File: src/rtl/mat_a_rd_seq_pkg.sv
// Shared types and elaboration helpers for the matrix-A read sequencer.
package mat_a_rd_seq_pkg;

  typedef enum logic [1:0] {
    StIdle,
    StWaitLoad,
    StStream,
    StDrain
  } state_e;

  // Index width for a dimension; a 1-wide field is kept even for size 1.
  function automatic int unsigned idx_width(input int unsigned n);
    return (n > 1) ? $clog2(n) : 1;
  endfunction

  function automatic bit base_fits(input int unsigned base, input int unsigned n,
                                   input int unsigned p, input int unsigned aw);
    return (64'(base) + 64'(n) * 64'(p)) <= (64'(1) << aw);
  endfunction

endpackage

File: src/rtl/mat_a_rd_seq_if.sv
// Bundle of loader, BRAM read port and element stream signals around the sequencer.
interface mat_a_rd_seq_if
  import mat_a_rd_seq_pkg::*;
#(
  parameter int unsigned N  = 2,
  parameter int unsigned P  = 4,
  parameter int unsigned AW = 8,
  parameter int unsigned DW = 32
);
  localparam int unsigned RW = idx_width(N);
  localparam int unsigned CW = idx_width(P);

  logic          wr_done;
  logic          start;
  logic [AW-1:0] mem_addr;
  logic [DW-1:0] mem_rdata;
  logic [DW-1:0] out_data;
  logic [RW-1:0] out_row;
  logic [CW-1:0] out_col;
  logic          out_last;
  logic          out_valid;
  logic          out_ready;
  logic          busy;
  logic          done;

  modport master (
    output wr_done, start, mem_rdata, out_ready,
    input  mem_addr, out_data, out_row, out_col, out_last, out_valid, busy, done
  );

  modport slave (
    input  wr_done, start, mem_rdata, out_ready,
    output mem_addr, out_data, out_row, out_col, out_last, out_valid, busy, done
  );

endinterface

File: src/rtl/mat_a_rd_fifo.sv
// Two-entry first-word-fall-through FIFO holding element data plus row/col/last tags.
module mat_a_rd_fifo #(
  parameter int unsigned W = 8
) (
  input  logic         i_clk,
  input  logic         i_reset,
  input  logic         i_push,
  input  logic [W-1:0] i_wdata,
  input  logic         i_pop,
  output logic [W-1:0] o_rdata,
  output logic         o_valid,
  output logic [1:0]   o_count
);

  logic [W-1:0] r_mem [2];
  logic         r_wr_ptr;
  logic         r_rd_ptr;
  logic [1:0]   r_count;
  logic         w_pop;
  logic         w_push;

  assign w_pop   = i_pop & (r_count != 2'd0);
  // A full FIFO still accepts a push in the same cycle as a pop.
  assign w_push  = i_push & ((r_count != 2'd2) | w_pop);
  assign o_rdata = r_mem[r_rd_ptr];
  assign o_valid = (r_count != 2'd0);
  assign o_count = r_count;

  always_ff @(posedge i_clk) begin
    if (i_reset) begin
      r_mem[0] <= '0;
      r_mem[1] <= '0;
      r_wr_ptr <= 1'b0;
      r_rd_ptr <= 1'b0;
      r_count  <= 2'd0;
    end else begin
      if (w_push) begin
        r_mem[r_wr_ptr] <= i_wdata;
        r_wr_ptr        <= ~r_wr_ptr;
      end
      if (w_pop) begin
        r_rd_ptr <= ~r_rd_ptr;
      end
      r_count <= r_count + {1'b0, w_push} - {1'b0, w_pop};
    end
  end

endmodule

File: src/rtl/mat_a_rd_seq.sv
// Walks matrix A in row-major order out of the BRAM and streams tagged elements
// to the MAC array, hiding the one-cycle read latency behind a 2-entry FIFO.
module mat_a_rd_seq
  import mat_a_rd_seq_pkg::*;
#(
  parameter int unsigned N    = 2,
  parameter int unsigned P    = 4,
  parameter int unsigned AW   = 8,
  parameter int unsigned DW   = 32,
  parameter int unsigned BASE = 0
) (
  input logic            i_clk,
  input logic            i_reset,
  mat_a_rd_seq_if.slave  bus
);

  localparam int unsigned   RW       = idx_width(N);
  localparam int unsigned   CW       = idx_width(P);
  localparam int unsigned   FW       = DW + RW + CW + 1;
  localparam logic [AW-1:0] BaseAddr = AW'(BASE);
  localparam logic [RW-1:0] LastRow  = RW'(N - 1);
  localparam logic [CW-1:0] LastCol  = CW'(P - 1);

  if (!base_fits(BASE, N, P, AW)) begin : g_base_range
    $error("mat_a_rd_seq: BASE + N*P exceeds the BRAM address space");
  end

  state_e        r_state;
  state_e        w_state_next;
  logic [AW-1:0] r_addr;
  logic [RW-1:0] r_row;
  logic [CW-1:0] r_col;
  logic          r_lat_valid;
  logic [RW-1:0] r_lat_row;
  logic [CW-1:0] r_lat_col;
  logic          r_lat_last;
  logic          r_done;

  logic          w_issue;
  logic          w_issue_last;
  logic          w_pop;
  logic          w_final;
  logic [2:0]    w_credit;
  logic [1:0]    w_fifo_count;
  logic          w_fifo_valid;
  logic [FW-1:0] w_fifo_wdata;
  logic [FW-1:0] w_fifo_rdata;

  assign w_pop        = w_fifo_valid & bus.out_ready;
  assign w_issue_last = (r_row == LastRow) && (r_col == LastCol);
  // Reads in flight plus buffered elements, net of this cycle's pop.
  assign w_credit     = 3'(r_lat_valid) + 3'(w_fifo_count) - 3'(w_pop);
  assign w_issue      = (r_state == StStream) && (w_credit < 3'd2);
  assign w_final      = (r_state == StDrain) && w_pop && bus.out_last;
  assign w_fifo_wdata = {bus.mem_rdata, r_lat_row, r_lat_col, r_lat_last};

  always_comb begin
    w_state_next = r_state;
    unique case (r_state)
      StIdle: begin
        if (bus.start) begin
          w_state_next = bus.wr_done ? StStream : StWaitLoad;
        end
      end
      StWaitLoad: if (bus.wr_done) w_state_next = StStream;
      StStream:   if (w_issue && w_issue_last) w_state_next = StDrain;
      StDrain:    if (w_final) w_state_next = StIdle;
      default:    w_state_next = StIdle;
    endcase
  end

  always_ff @(posedge i_clk) begin
    if (i_reset) begin
      r_state <= StIdle;
    end else begin
      r_state <= w_state_next;
    end
  end

  always_ff @(posedge i_clk) begin
    if (i_reset) begin
      r_addr      <= BaseAddr;
      r_row       <= '0;
      r_col       <= '0;
      r_lat_valid <= 1'b0;
      r_lat_row   <= '0;
      r_lat_col   <= '0;
      r_lat_last  <= 1'b0;
      r_done      <= 1'b0;
    end else begin
      r_done      <= w_final;
      r_lat_valid <= w_issue;
      if (w_issue) begin
        r_lat_row  <= r_row;
        r_lat_col  <= r_col;
        r_lat_last <= w_issue_last;
        // After the final read the walk rewinds so the next launch starts at BASE.
        if (w_issue_last) begin
          r_addr <= BaseAddr;
          r_row  <= '0;
          r_col  <= '0;
        end else begin
          r_addr <= r_addr + AW'(1);
          if (r_col == LastCol) begin
            r_col <= '0;
            r_row <= r_row + RW'(1);
          end else begin
            r_col <= r_col + CW'(1);
          end
        end
      end
    end
  end

  mat_a_rd_fifo #(
    .W(FW)
  ) u_fifo (
    .i_clk   (i_clk),
    .i_reset (i_reset),
    .i_push  (r_lat_valid),
    .i_wdata (w_fifo_wdata),
    .i_pop   (w_pop),
    .o_rdata (w_fifo_rdata),
    .o_valid (w_fifo_valid),
    .o_count (w_fifo_count)
  );

  assign {bus.out_data, bus.out_row, bus.out_col, bus.out_last} = w_fifo_rdata;
  assign bus.out_valid = w_fifo_valid;
  assign bus.mem_addr  = r_addr;
  assign bus.busy      = (r_state != StIdle);
  assign bus.done      = r_done;

endmodule

File: src/flat_wrapper.sv
// flat-port wrapper written by rule: the top's interface ports become plain ports
module mat_a_rd_seq_flat import mat_a_rd_seq_pkg::*;
#(
  parameter int unsigned N    = 2,
  parameter int unsigned P    = 4,
  parameter int unsigned AW   = 8,
  parameter int unsigned DW   = 32,
  parameter int unsigned BASE = 0
)
  (i_clk, i_reset, bus_wr_done, bus_start, bus_mem_rdata, bus_out_ready, bus_mem_addr, bus_out_data, bus_out_row, bus_out_col, bus_out_last, bus_out_valid, bus_busy, bus_done);
  mat_a_rd_seq_if #(.N(N), .P(P), .AW(AW), .DW(DW)) bus_i ();
  input logic i_clk;
  input logic i_reset;
  input wire logic [$bits(bus_i.wr_done)-1:0] bus_wr_done;
  input wire logic [$bits(bus_i.start)-1:0] bus_start;
  input wire logic [$bits(bus_i.mem_rdata)-1:0] bus_mem_rdata;
  input wire logic [$bits(bus_i.out_ready)-1:0] bus_out_ready;
  output wire logic [$bits(bus_i.mem_addr)-1:0] bus_mem_addr;
  output wire logic [$bits(bus_i.out_data)-1:0] bus_out_data;
  output wire logic [$bits(bus_i.out_row)-1:0] bus_out_row;
  output wire logic [$bits(bus_i.out_col)-1:0] bus_out_col;
  output wire logic [$bits(bus_i.out_last)-1:0] bus_out_last;
  output wire logic [$bits(bus_i.out_valid)-1:0] bus_out_valid;
  output wire logic [$bits(bus_i.busy)-1:0] bus_busy;
  output wire logic [$bits(bus_i.done)-1:0] bus_done;
  assign bus_i.wr_done = bus_wr_done;
  assign bus_i.start = bus_start;
  assign bus_i.mem_rdata = bus_mem_rdata;
  assign bus_i.out_ready = bus_out_ready;
  assign bus_mem_addr = bus_i.mem_addr;
  assign bus_out_data = bus_i.out_data;
  assign bus_out_row = bus_i.out_row;
  assign bus_out_col = bus_i.out_col;
  assign bus_out_last = bus_i.out_last;
  assign bus_out_valid = bus_i.out_valid;
  assign bus_busy = bus_i.busy;
  assign bus_done = bus_i.done;
  mat_a_rd_seq #(.N(N), .P(P), .AW(AW), .DW(DW), .BASE(BASE)) u_core (.i_clk(i_clk), .i_reset(i_reset), .bus(bus_i));
endmodule
File: config.mk
export PLATFORM = sky130hd
export DESIGN_NAME = mat_a_rd_seq_flat
export DESIGN_NICKNAME = d
export VERILOG_FILES = /design/src/rtl/mat_a_rd_seq_pkg.sv /design/src/rtl/mat_a_rd_seq_if.sv /design/src/rtl/mat_a_rd_fifo.sv /design/src/rtl/mat_a_rd_seq.sv /design/src/flat_wrapper.sv
export SDC_FILE = /design/constraint.sdc
export NUM_CORES = 1
export LEC_CHECK = 0
export ABC_AREA = 0
export CAP_MARGIN = 25
export CORE_ASPECT_RATIO = 1.2
export CORE_MARGIN = 10
export CORE_UTILIZATION = 52
export CTS_CLUSTER_DIAMETER = 150
export DETAILED_ROUTE_END_ITERATION = 10
export MAX_ROUTING_LAYER = met4
export PLACE_DENSITY_LB_ADDON = 0.2
export REMOVE_ABC_BUFFERS = 1
export SYNTH_ARGS = -nofsm -noshare
export SYNTH_HDL_FRONTEND = slang
export SYNTH_SLANG_ARGS = --single-unit
File: constraint.sdc
create_clock -name i_clk -period 4.03 [get_ports i_clk]
set_clock_uncertainty 0.15 [all_clocks]
set_input_delay 0.806 -clock i_clk [delete_from_list [all_inputs] [get_ports i_clk]]
set_output_delay 0.806 -clock i_clk [all_outputs]
set_load 0.05 [all_outputs]
==> flow_summary.rst, run 1 <==
.. list-table::
   :header-rows: 1

   * - Metric
     - Value
   * - Library cell occupying the most area in the post-synthesis netlist
     - sky130_fd_sc_hd__edfxtp_1
   * - Initial Utilization
     - roughly 53%
   * - Final count of pins violating max slew
     - 0
   * - Data required time at the worst endpoint
     - approximately 4.2 ns
   * - Post-CTS Hold Fix Bufs
     - 0
   * - Pin count of the biggest net entering global routing
     - 37
   * - Power per Cell Area
     - 581 nW/µm²
   * - Number of buffers created by CTS
     - 9
   * - Antenna violations before repair
     - 0
   * - Data arrival time at the worst-slack endpoint
     - around 3.5 ns
   * - Final wirelength
     - between 8000 and 9000 µm
   * - Final hold vios
     - 0
   * - Dominant synthesized flop cell
     - sky130_fd_sc_hd__edfxtp_1
   * - Total number of clock tree sinks
     - between 90 and 100
   * - Die extent in x
     - just over 100 µm
   * - Routed wirelength normalized by instance count
     - 16.4 µm
   * - Fraction of synthesized cell area in xor and xnor cells
     - 1.38%
   * - Vias per std cell
     - between 5 and 6
   * - Part of the cycle the worst path needs
     - 83.2%
   * - Setup ws final
     - between 0.6 and 0.7 ns
   * - Worst slew pin tran
     - roughly 0.9 ns
   * - Root Buffer
     - sky130_fd_sc_hd__clkbuf_8
   * - Result of the run
     - finished clean
   * - Peak VDD IR
     - about 0.38 mV
   * - Share of synthesized cell area in and, or, nand and nor gates
     - 16.9%
   * - Detailed Routing Iterations Pass 1
     - 4
   * - Number of nets with antenna violations after routing
     - 0
   * - Cell count after synthesis
     - about 330
   * - Area Growth Syn to Fin
     - 27.2%
   * - Library cells used by synthesis
     - 42
   * - Share of the synthesized area in the top cell type
     - 49.8%
   * - Fraction of synthesized area in multiplexers
     - 11.5%
   * - Count of inserted antenna diode cells
     - 0
   * - Worst stage delay on the critical path
     - 0.55 ns
   * - Count of nets after finishing
     - between 400 and 500
   * - Clock buffer depth
     - 2
   * - Wire length of the first global-routing pass
     - 13800 µm
   * - Violation count after the first detailed-route iteration
     - between 100 and 150
   * - Commonest cells after routing, fill and taps aside
     - sky130_fd_sc_hd__clkdlybuf4s50_1 (83), sky130_fd_sc_hd__and2_1 (74), sky130_fd_sc_hd__edfxtp_1 (72)
   * - Cell breakdown of the critical path
     - clkdlybuf4s50_1, o21a_1, ha_1, nand2b_1, fa_1, xnor2_2, nand3_1, or3b_1, a21oi_1
   * - Max-cap viol count
     - 0
   * - Combinational family with the most area after synthesis
     - simple AND/OR/NAND/NOR gates
   * - Type of origin of the critical path
     - primary input
   * - Vias in the first global route
     - roughly 2800
   * - Post-synthesis cell area
     - approximately 4300 µm²
   * - Slew headroom
     - between 40% and 50%
   * - Post-route setup TNS
     - 0 ns
   * - Leakage
     - roughly 0.0021 µW
   * - Cell row count
     - 36
   * - Post-DP HPWL
     - roughly 6000 µm
   * - Total grt overflow
     - 0
   * - Yosys warns
     - 0
   * - Post-synth EDFFs
     - a little over 70
   * - Compound-Gate Fraction of Synth Area
     - under 10%
   * - Final weighted congestion in routability-driven placement
     - 0.765
   * - Class of the tightest hold or removal check
     - reg -> reg
   * - Shortest clock period the worst path allows after layout
     - roughly 3.4 ns
   * - Crit Path Max Fanout
     - 11
   * - Worst Setup Slack post-DPL
     - between 0.3 and 0.4 ns
   * - Vertical die dimension
     - around 120 µm
   * - Worst setup EP type
     - flip-flop
   * - Setup repair after global routing missed its margin
     - false
   * - DR DRC count
     - 0
   * - Post-cts repair resize count
     - 0
   * - Crit path max-delay cell type
     - sky130_fd_sc_hd__clkdlybuf4s50_1
   * - Layout cell share with drive strength beyond 1
     - ~16%
   * - Share of synthesized registers carrying an async set or reset
     - 0%
   * - Global-route total usage across every layer
     - between 10% and 20%
   * - Die area
     - 12400 µm²
   * - Largest cells by area after synthesis
     - sky130_fd_sc_hd__edfxtp_1 (50%), sky130_fd_sc_hd__dfxtp_1 (11%), sky130_fd_sc_hd__and2_1 (11%), sky130_fd_sc_hd__mux2_2 (9.1%), sky130_fd_sc_hd__ha_1 (3.2%)
   * - Timing-limited maximum frequency
     - 298 MHz
   * - Total of endpoints with negative setup slack in the final report
     - 0
   * - Class of the most critical setup path
     - in -> reg
   * - Worst skew pair latency
     - between 0.3 and 0.4 ns
   * - Count of buffers inserted at the top-level ports
     - 83
   * - Post-CTS setup buffer count
     - 0
   * - Mean instance size in the synthesized netlist
     - about 13 µm²
   * - H-tree depth reported by CTS
     - 3
   * - TritonCTS clock tree
     - yes
   * - Number of synthesized register bits
     - 96
   * - Via count
     - between 2000 and 3000
   * - Sequential cell area fraction in the yosys report
     - 60.9%
   * - Post-synthesis share of cell area spent on full adders, half adders and majority gates
     - approximately 3.6%
   * - Clock edge transition at the registers on the reported setup and hold paths
     - about 0.08 ns
   * - Most frequent standard cell in the layout excluding fill and tap cells
     - sky130_fd_sc_hd__clkdlybuf4s50_1
   * - Core footprint
     - 8150 µm²
   * - Number of I/O pins
     - 84
[per-stage QoR]
stage	hold slack (ns)	area [µm²]	power, µW	instances	utilization (%)
after floorplan	0.320	4280	2200	311	-
after detailed placement	0.340	5330	2630	515	65.3
final	0.354	5520	3210	531	67.7
after CTS	0.358	5520	3240	531	67.7
after global placement	0.331	5330	2600	515	65.3
after global routing	0.389	5520	3350	531	67.7
[where the power goes]
| group | switching (µW) | internal [µW] |
|---|---|---|
| sequential | 85.7 | 1190 |
| combinational | 798 | 518 |
| clock | 313 | 304 |
| total | 1200 | 2010 |
[final timing paths]
path | start | endpoint | slack (ns) | cells past startpoint
max | bus_out_ready | u_core.bus.mem_addr[1]$_SDFFE_PP0P_ | 0.68 | 9
min | u_core.bus.mem_addr[7]$_SDFFE_PP0P_ | u_core.bus.mem_addr[7]$_SDFFE_PP0P_ | 0.35 | 2
max reg2reg | u_core.u_fifo.o_count[1]$_SDFF_PP0_ | u_core.bus.mem_addr[1]$_SDFFE_PP0P_ | 1.16 | 8
min reg2reg | u_core.bus.mem_addr[7]$_SDFFE_PP0P_ | u_core.bus.mem_addr[7]$_SDFFE_PP0P_ | 0.35 | 2
[final cells by class]
| class | count | area (µm²) |
|---|---|---|
| fillers | 607 | 2630 |
| multi-input cells | 208 | 1630 |
| clock buffers | 13 | 149 |
| repair buffers | 90 | 883 |
| flip-flops and latches | 96 | 2640 |
| clock inverters | 3 | 42.5 |
| well taps | 114 | 143 |
| inverters | 7 | 26.3 |
[logic make-up (layout without fill, tap and decap cells)]
group / count (synthesis) / after routing
compound gates: 24 / 24
flops: 96 / 96
fa+ha+maj: 12 / 12
mux: 45 / 45
xor+xnor: 6 / 6
simple gates: 121 / 121
buf+inv: 22 / 113
[state kept, by name (all words and copies together), names as in the netlist, named ones only]
register	flops
u_core.u_fifo.r_mem	72
u_core.bus.done	1
u_core.u_fifo.r_wr_ptr	1
u_core.r_row	1
u_core.r_lat_col	2
u_core.r_state	2
u_core.u_fifo.o_count	2
u_core.r_lat_valid	1
u_core.r_col	2
u_core.u_fifo.r_rd_ptr	1
u_core.r_lat_last	1
u_core.r_lat_row	1
u_core.bus.mem_addr	8
[synthesized netlist by cell type (all sizes together), types with 2 or more instances]
master  number
dfxtp       24
mux2i        7
xor2         2
xnor2        4
o21a         2
mux2        38
a21oi       10
nand3        3
buf          4
and3         2
clkbuf      11
inv          7
or2          3
edfxtp      72
o21ai        6
ha          11
or3b         4
nand2        6
and2        74
nor3b        2
nor2        18
or3          3
[critical path: cells and delay by family]
| family | cells | cell delay (ns) |
|---|---|---|
| and+or+nand+nor | 3 | 0.91 |
| buffers and inverters | 1 | 0.55 |
| AOI/OAI and AO/OA | 2 | 0.30 |
| xor gates and xnor gates | 1 | 0.27 |
| adders and majority gates | 2 | 0.66 |
[per-layer routing]
metal  track usage, %  vias to the layer above  routed length (µm)
li1                 -                     1323                   -
met1             16.1                     1322                3580
met2             24.6                       69                4420
met3             3.73                       16                 454
met4             7.84                        0                 248
met5                -                        -                   0
Power figures use the tool's default switching activity.
==> run 2: changes to the inputs <==
--- a/config.mk
+++ b/config.mk
@@ -9,7 +9,7 @@
 export CAP_MARGIN = 25
 export CORE_ASPECT_RATIO = 1.2
 export CORE_MARGIN = 10
-export CORE_UTILIZATION = 52
+export CORE_UTILIZATION = 47
 export CTS_CLUSTER_DIAMETER = 150
 export DETAILED_ROUTE_END_ITERATION = 10
 export MAX_ROUTING_LAYER = met4
==> constraint.sdc (replaced) <==
create_clock -name i_clk -period 2.8 [get_ports i_clk]
set_clock_uncertainty 0.15 [all_clocks]
set_input_delay 0.56 -clock i_clk [delete_from_list [all_inputs] [get_ports i_clk]]
set_output_delay 0.56 -clock i_clk [all_outputs]
set_load 0.05 [all_outputs]
==> run 2 against run 1 <==
Net effect:
- sequential share of layout area down 0.75 points
- non-clock buffer count rose by 8
- cell count up 2.6%
- combinational power rose by 57%
- utilization is 5.6 points lower
- clock-buffer cell count down 3
- global-route usage down 1.1 points
- sequential cell count unchanged
- power rose by 49%
- first-iteration DRC count fell by 23%
- critical path type is now reg -> out
- critical path depth is 5 lower
- die area rose by 8.7%
==> flow_summary.rst, run 2 (synthesis results as in run 1) <==
.. list-table::
   :header-rows: 1

   * - Metric
     - Value
   * - Result of the run
     - finished clean
   * - Buf+Inv Stages, Crit Path
     - 3
   * - Pin count of the biggest net entering global routing
     - 37
   * - Number of buffers created by CTS
     - 9
   * - Total chip power
     - 4780 µW
   * - Worst setup EP type
     - output pin
   * - Die extent in x
     - around 110 µm
   * - Type of origin of the critical path
     - flip-flop
   * - Most prevalent standard cell on the critical path
     - sky130_fd_sc_hd__inv_1
   * - Clock buffer depth
     - 2
   * - Layout cell share with drive strength beyond 1
     - 27.8%
   * - Total number of clock tree sinks
     - 96
   * - Cell row count
     - 38
   * - Max-cap viol count
     - 0
   * - Detailed Routing Iterations Pass 1
     - 4
   * - Total of endpoints with negative setup slack in the final report
     - 0
   * - DR DRC count
     - 0
   * - Post-DP HPWL
     - 5940 µm
   * - Data arrival time at the worst-slack endpoint
     - between 1.5 and 2 ns
   * - Most flop-heavy register
     - u_core.u_fifo.r_mem
   * - Leakage
     - ~0.0022 µW
   * - Worst slew pin tran
     - between 0.6 and 0.7 ns
   * - Setup repair after global routing missed its margin
     - false
   * - Class of the tightest hold or removal check
     - reg -> reg
   * - Most frequent standard cell in the layout excluding fill and tap cells
     - sky130_fd_sc_hd__and2_1
   * - Crit path max-delay family
     - buffers and inverters
   * - Number of nets with antenna violations after routing
     - 0
   * - Area Growth Syn to Fin
     - 29.2%
   * - H-tree depth reported by CTS
     - 3
   * - Min-Delay Endpoint
     - u_core.bus.mem_addr[1]$_SDFFE_PP0P_
   * - Vertical die dimension
     - 125 µm
   * - Max FFs per register
     - a little over 70
   * - Post-route setup TNS
     - 0 ns
   * - Endpoint of the most critical register-to-register path
     - u_core.r_state[1]$_SDFFE_PP0P_
   * - Slew headroom
     - between 50 and 60%
   * - Clock edge transition at the registers on the reported setup and hold paths
     - about 0.090 ns
   * - Count of nets after finishing
     - roughly 470
   * - Hold Path Cell Cnt
     - 2
   * - Final hold vios
     - 0
   * - Fill count
     - ~750
   * - Count of buffers inserted at the top-level ports
     - a little over 80
   * - Vias in the first global route
     - between 2000 and 3000
   * - Via count
     - roughly 2700
   * - Final count of pins violating max slew
     - 0
   * - Worst stage delay on the critical path
     - about 0.8 ns
   * - Root Buffer
     - sky130_fd_sc_hd__clkbuf_8
   * - Vias per std cell
     - approximately 5.0
   * - Core footprint
     - 9030 µm²
   * - Startpoint of the worst register-to-register path
     - u_core.u_fifo.o_count[1]$_SDFF_PP0_
   * - Data required time at the worst endpoint
     - between 2 and 2.5 ns
   * - Beginning of the worst hold path
     - u_core.bus.mem_addr[1]$_SDFFE_PP0P_
   * - Total grt overflow
     - 0
   * - Crit path max-delay cell type
     - sky130_fd_sc_hd__clkdlybuf4s50_1
   * - Routed wirelength normalized by instance count
     - 16.2 µm
   * - Shortest clock period the worst path allows after layout
     - 2.65 ns
   * - Final wirelength
     - between 8000 and 9000 µm
   * - Wire length of the first global-routing pass
     - roughly 14000 µm
   * - Total cell area at the placement stage
     - roughly 5400 µm²
   * - Power per Cell Area
     - about 850 nW/µm²
   * - Cells on worst reg2reg path
     - 8
   * - Class of the most critical setup path
     - reg -> out
   * - Number of I/O pins
     - 84
   * - Violation count after the first detailed-route iteration
     - 98
   * - Worst skew pair latency
     - 0.36 ns
   * - Die area
     - 13500 µm²
   * - Peak VDD IR
     - 0.556 mV
   * - Commonest cells after routing, fill and taps aside
     - sky130_fd_sc_hd__and2_1 (74), sky130_fd_sc_hd__edfxtp_1 (72), sky130_fd_sc_hd__clkdlybuf4s50_1 (46), sky130_fd_sc_hd__buf_4 (46), sky130_fd_sc_hd__mux2_2 (35)
   * - Timing-limited maximum frequency
     - between 300 and 400 MHz
   * - Global-route total usage across every layer
     - 13.8%
   * - Count of inserted antenna diode cells
     - 0
   * - Initial Utilization
     - 48.0%
   * - Final instance area
     - around 5600 µm²
   * - Final weighted congestion in routability-driven placement
     - just over 0.7
   * - Cell breakdown of the critical path
     - inv_1, ha_1, inv_1, clkdlybuf4s50_1
   * - Antenna violations before repair
     - 0
   * - Utilization after layout
     - slightly above 60%
   * - Crit Path Max Fanout
     - 4
   * - Part of the cycle the worst path needs
     - a little over nine tenths
   * - TritonCTS clock tree
     - yes
   * - Worst reg2reg setup slack
     - roughly 0.18 ns
==> run 2: per-layer routing <==
layer  share of wire [%]  vias up  global-route usage, %
met3                 5.1       13                   3.03
met4                 1.8        0                   6.85
li1                    -     1338                      -
met5                   0        -                      -
met1                  44     1322                   16.3
met2                  49       72                   21.7
==> run 2: repair_timing <==
item / 4_1_cts / 5_1_grt
buffers inserted: 1 / 0
endpoints found under the setup margin: 15 / 0
resized for setup: 8 / 0
hold buffers: 0 / 0
==> run 2: power by group <==
part / leakage, µW / internal [µW] / switching (µW) / total [µW]
clock: 0.0000927 / 417 / 482 / 900
combinational: 0.00118 / 827 / 1240 / 2070
sequential: 0.000940 / 1710 / 100 / 1810
==> run 2: worst max-delay path by stage <==
| stage | startpoint | endpoint | slack (ns) | depth (start not counted) |
|---|---|---|---|---|
| detailed placement | bus_out_ready | u_core.bus.mem_addr[7]$_SDFFE_PP0P_ | -0.52 | 9 |
| global route | bus_out_ready | u_core.bus.mem_addr[5]$_SDFFE_PP0P_ | 0.04 | 10 |
| CTS | u_core.r_state[0]$_SDFFE_PP0P_ | bus_busy | 0.12 | 4 |
| global placement | bus_out_ready | u_core.bus.mem_addr[7]$_SDFFE_PP0P_ | -0.46 | 9 |
| floorplan | bus_out_ready | u_core.bus.mem_addr[1]$_SDFFE_PP0P_ | -0.17 | 8 |
| finish | u_core.r_state[0]$_SDFFE_PP0P_ | bus_busy | 0.15 | 4 |
==> run 2: final cells by class <==
type | instances | area, µm² | area share, %
well taps | 120 | 150 | 2.68
clock inverters | 6 | 71.3 | 1.27
repair buffers | 98 | 921 | 16.4
clock buffers | 10 | 128 | 2.28
multi-input cells | 208 | 1670 | 29.7
inverters | 7 | 26.3 | 0.469
flip-flops and latches | 96 | 2640 | 47.2
==> run 2: through the flow <==
step	setup slack, ns	hold slack [ns]	std cells
6_report	0.151	0.358	545
3_5_place_dp	-0.518	0.339	528
3_3_place_gp	-0.456	0.334	526
4_1_cts	0.122	0.350	545
2_1_floorplan	-0.173	0.320	311
5_1_grt	0.0404	0.408	545
==> run 2: worst reg2reg max path: stages, from the launching register on <==
cell,delay [ns]
sky130_fd_sc_hd__dfxtp_1,0.34
sky130_fd_sc_hd__o21a_1,0.20
sky130_fd_sc_hd__ha_1,0.29
sky130_fd_sc_hd__nand2b_4,0.14
sky130_fd_sc_hd__fa_2,0.39
sky130_fd_sc_hd__xnor2_4,0.25
sky130_fd_sc_hd__nand3_2,0.08
sky130_fd_sc_hd__a221o_1,0.37
sky130_fd_sc_hd__mux2_1,0.32
==> run 3: changes to the inputs <==
--- a/config.mk
+++ b/config.mk
@@ -8,13 +8,13 @@
 export ABC_AREA = 0
 export CAP_MARGIN = 25
 export CORE_ASPECT_RATIO = 1.2
-export CORE_MARGIN = 10
 export CORE_UTILIZATION = 47
 export CTS_CLUSTER_DIAMETER = 150
 export DETAILED_ROUTE_END_ITERATION = 10
 export MAX_ROUTING_LAYER = met4
 export PLACE_DENSITY_LB_ADDON = 0.2
 export REMOVE_ABC_BUFFERS = 1
+export SKIP_LAST_GASP = 1
 export SYNTH_ARGS = -nofsm -noshare
 export SYNTH_HDL_FRONTEND = slang
 export SYNTH_SLANG_ARGS = --single-unit
==> run 3 against run 2 <==
Net effect:
- cell count is 0.18% lower
- highest routed layer unchanged
- largest power group unchanged
- clock power is 0.7% lower
- die area is 29% lower
- combinational power is 2% lower
==> flow_summary.rst, run 3 (synthesis results as in run 1) <==
.. list-table::
   :header-rows: 1

   * - Metric
     - Value
   * - Number of nets with antenna violations after routing
     - 0
   * - Root Buffer
     - sky130_fd_sc_hd__clkbuf_8
   * - Post-cts repair resize count
     - 7
   * - Global-route total usage across every layer
     - 18.8%
   * - Part of the cycle the worst path needs
     - 93.3%
   * - Vias in the first global route
     - about 2800
   * - Violation count after the first detailed-route iteration
     - approximately 110
   * - Most flop-heavy register
     - u_core.u_fifo.r_mem
   * - Worst Setup Slack post-DPL
     - -0.511 ns
   * - Initial Utilization
     - just under 50%
   * - Clock edge transition at the registers on the reported setup and hold paths
     - about 0.090 ns
   * - Antenna violations before repair
     - 0
   * - Area Growth Syn to Fin
     - 28.5%
   * - Setup ws final
     - 0.187 ns
   * - Count of nets after finishing
     - 468
   * - Total of endpoints with negative setup slack in the final report
     - 0
   * - Layout cell share with drive strength beyond 1
     - approximately 28%
   * - Combinational power share
     - around 43%
   * - Routed wirelength normalized by instance count
     - 15.0 µm
   * - Crit Path Max Fanout
     - 4
   * - Via count
     - between 2000 and 3000
   * - Type of origin of the critical path
     - flip-flop
   * - Vertical die dimension
     - between 100 and 150 µm
   * - Critical path origin
     - u_core.r_state[0]$_SDFFE_PP0P_
   * - Count of inserted antenna diode cells
     - 0
   * - Startpoint of the worst register-to-register path
     - u_core.u_fifo.o_count[1]$_SDFF_PP0_
   * - Worst slew pin tran
     - 0.598 ns
   * - Wire length of the first global-routing pass
     - between 10000 and 15000 µm
   * - Total grt overflow
     - 0
   * - Die area
     - 9620 µm²
   * - Peak VDD IR
     - 0.817 mV
   * - Worst Hold Slack
     - about 0.35 ns
   * - Setup repair after global routing missed its margin
     - false
   * - Core footprint
     - 8990 µm²
   * - DR DRC count
     - 0
   * - Count of buffers inserted at the top-level ports
     - a little over 80
   * - TritonCTS clock tree
     - yes
   * - Leakage
     - between 0.002 and 0.0025 µW
   * - Endpoint of the most critical register-to-register path
     - u_core.r_state[0]$_SDFFE_PP0P_
   * - Shortest clock period the worst path allows after layout
     - about 2.6 ns
   * - Data arrival time at the worst-slack endpoint
     - ~1.9 ns
   * - Setup crit end
     - bus_busy
   * - Number of buffers created by CTS
     - 9
   * - Relative contribution of the clock network to total power
     - 19.0%
   * - Cell internal pwr
     - 2930 µW
   * - Total cell area at the placement stage
     - between 5000 and 6000 µm²
   * - Post-DP HPWL
     - 5420 µm
   * - Result of the run
     - finished clean
   * - Final count of pins violating max slew
     - 0
   * - Fill count
     - 709
   * - Commonest cells after routing, fill and taps aside
     - sky130_fd_sc_hd__and2_1 (74), sky130_fd_sc_hd__edfxtp_1 (72), sky130_fd_sc_hd__clkdlybuf4s50_1 (46), sky130_fd_sc_hd__buf_4 (46), sky130_fd_sc_hd__mux2_2 (35)
   * - Switch Pwr
     - 1780 µW
   * - Cell row count
     - 38
   * - Worst reg2reg setup slack
     - 0.21 ns
   * - Vias per std cell
     - just over 5
   * - Die extent in x
     - 89.7 µm
   * - Final weighted congestion in routability-driven placement
     - slightly below 0.8
   * - Total number of clock tree sinks
     - 96
   * - Number of I/O pins
     - 84
   * - Most frequent standard cell in the layout excluding fill and tap cells
     - sky130_fd_sc_hd__and2_1
   * - Final wirelength
     - 8160 µm
   * - Detailed Routing Iterations Pass 1
     - 4
   * - H-tree depth reported by CTS
     - 3
   * - Power per Cell Area
     - roughly 840 nW/µm²
   * - Final hold vios
     - 0
   * - Post-CTS Hold Fix Bufs
     - 0
   * - Max-cap viol count
     - 0
   * - Sequential group share of total power
     - 38.2%
   * - Final instance area
     - roughly 5600 µm²
   * - Class of the tightest hold or removal check
     - reg -> reg
   * - Worst skew pair latency
     - 0.36 ns
   * - Pin count of the biggest net entering global routing
     - 37
   * - Fraction of power spent switching nets
     - between 30 and 40%
   * - Class of the most critical setup path
     - reg -> out
   * - Worst setup EP type
     - output pin
   * - Max FFs per register
     - 72
   * - Cells on worst reg2reg path
     - 8
   * - Data required time at the worst endpoint
     - 2.09 ns
   * - Slew headroom
     - between 60% and 70%
   * - Post-CTS setup buffer count
     - 0
   * - Timing-limited maximum frequency
     - 383 MHz
   * - Clock buffer depth
     - 2
[run 3: cell types whose count changed in the layout (fill, tap and decap cells not counted), sizes merged]
cell	delta
clkinv	+2
inv	+1
clkinvlp	-2
clkbuf	-1
buf	-1
[run 3: worst min-delay path by stage]
stage / start / endpoint / slack (ns) / cells past startpoint
after floorplan: u_core.r_lat_col[0]$_SDFFE_PP0P_ / u_core.r_lat_col[0]$_SDFFE_PP0P_ / 0.32 / 2
after global placement: u_core.r_lat_last$_SDFFE_PP0P_ / u_core.r_lat_last$_SDFFE_PP0P_ / 0.33 / 2
after detailed placement: u_core.bus.mem_addr[0]$_SDFFE_PP0P_ / u_core.bus.mem_addr[0]$_SDFFE_PP0P_ / 0.34 / 2
after CTS: u_core.bus.mem_addr[1]$_SDFFE_PP0P_ / u_core.bus.mem_addr[1]$_SDFFE_PP0P_ / 0.36 / 2
after global routing: u_core.bus.mem_addr[1]$_SDFFE_PP0P_ / u_core.bus.mem_addr[1]$_SDFFE_PP0P_ / 0.37 / 2
final: u_core.bus.mem_addr[1]$_SDFFE_PP0P_ / u_core.bus.mem_addr[1]$_SDFFE_PP0P_ / 0.35 / 2
[run 3: metal layers]
metal | share of wire [%] | global-route usage (%) | vias up | wire (µm)
met5 | 0 | - | - | 0
met4 | 2.4 | 8.43 | 0 | 193
met3 | 4.2 | 4.80 | 12 | 342
met2 | 52 | 32.6 | 70 | 4220
met1 | 42 | 20.4 | 1353 | 3410
li1 | - | - | 1334 | -
[run 3: worst max-delay path, stage by stage (launching register included)]
cell                              delay (ns)
sky130_fd_sc_hd__dfxtp_1                0.37
sky130_fd_sc_hd__inv_1                  0.10
sky130_fd_sc_hd__ha_1                   0.21
sky130_fd_sc_hd__inv_1                  0.07
sky130_fd_sc_hd__clkdlybuf4s50_1        0.80
[run 3: power groups by stage]
| stage | clock network, µW | logic, µW | registers (µW) |
|---|---|---|---|
| after global routing | 970 | 2140 | 1820 |
| after CTS | 913 | 2040 | 1800 |
| after detailed placement | 0 | 1960 | 1840 |
| after global placement | 0 | 1920 | 1830 |
| final | 894 | 2020 | 1800 |
| after floorplan | 0 | 1290 | 1880 |
[run 3: metrics by stage]
stage	std cells	setup TNS, ns	util [%]	power (µW)
2_1_floorplan	311	-5.33	-	3160
3_3_place_gp	526	-6.25	59.1	3750
3_5_place_dp	528	-7.27	59.5	3800
4_1_cts	544	0	62.1	4760
5_1_grt	544	0	62.1	4940
6_report	544	0	62.1	4710
[run 3: final cells by class]
type                            instances  area [µm²]  area share (%)
Inverter                                7        26.3           0.471
Sequential cell                        96        2640            47.4
Clock inverter                          7        71.3            1.28
Clock buffer                            9         124            2.22
Timing Repair Buffer                   97         897            16.1
Multi-Input combinational cell        208        1670            29.9
Tap cell                              120         150            2.69
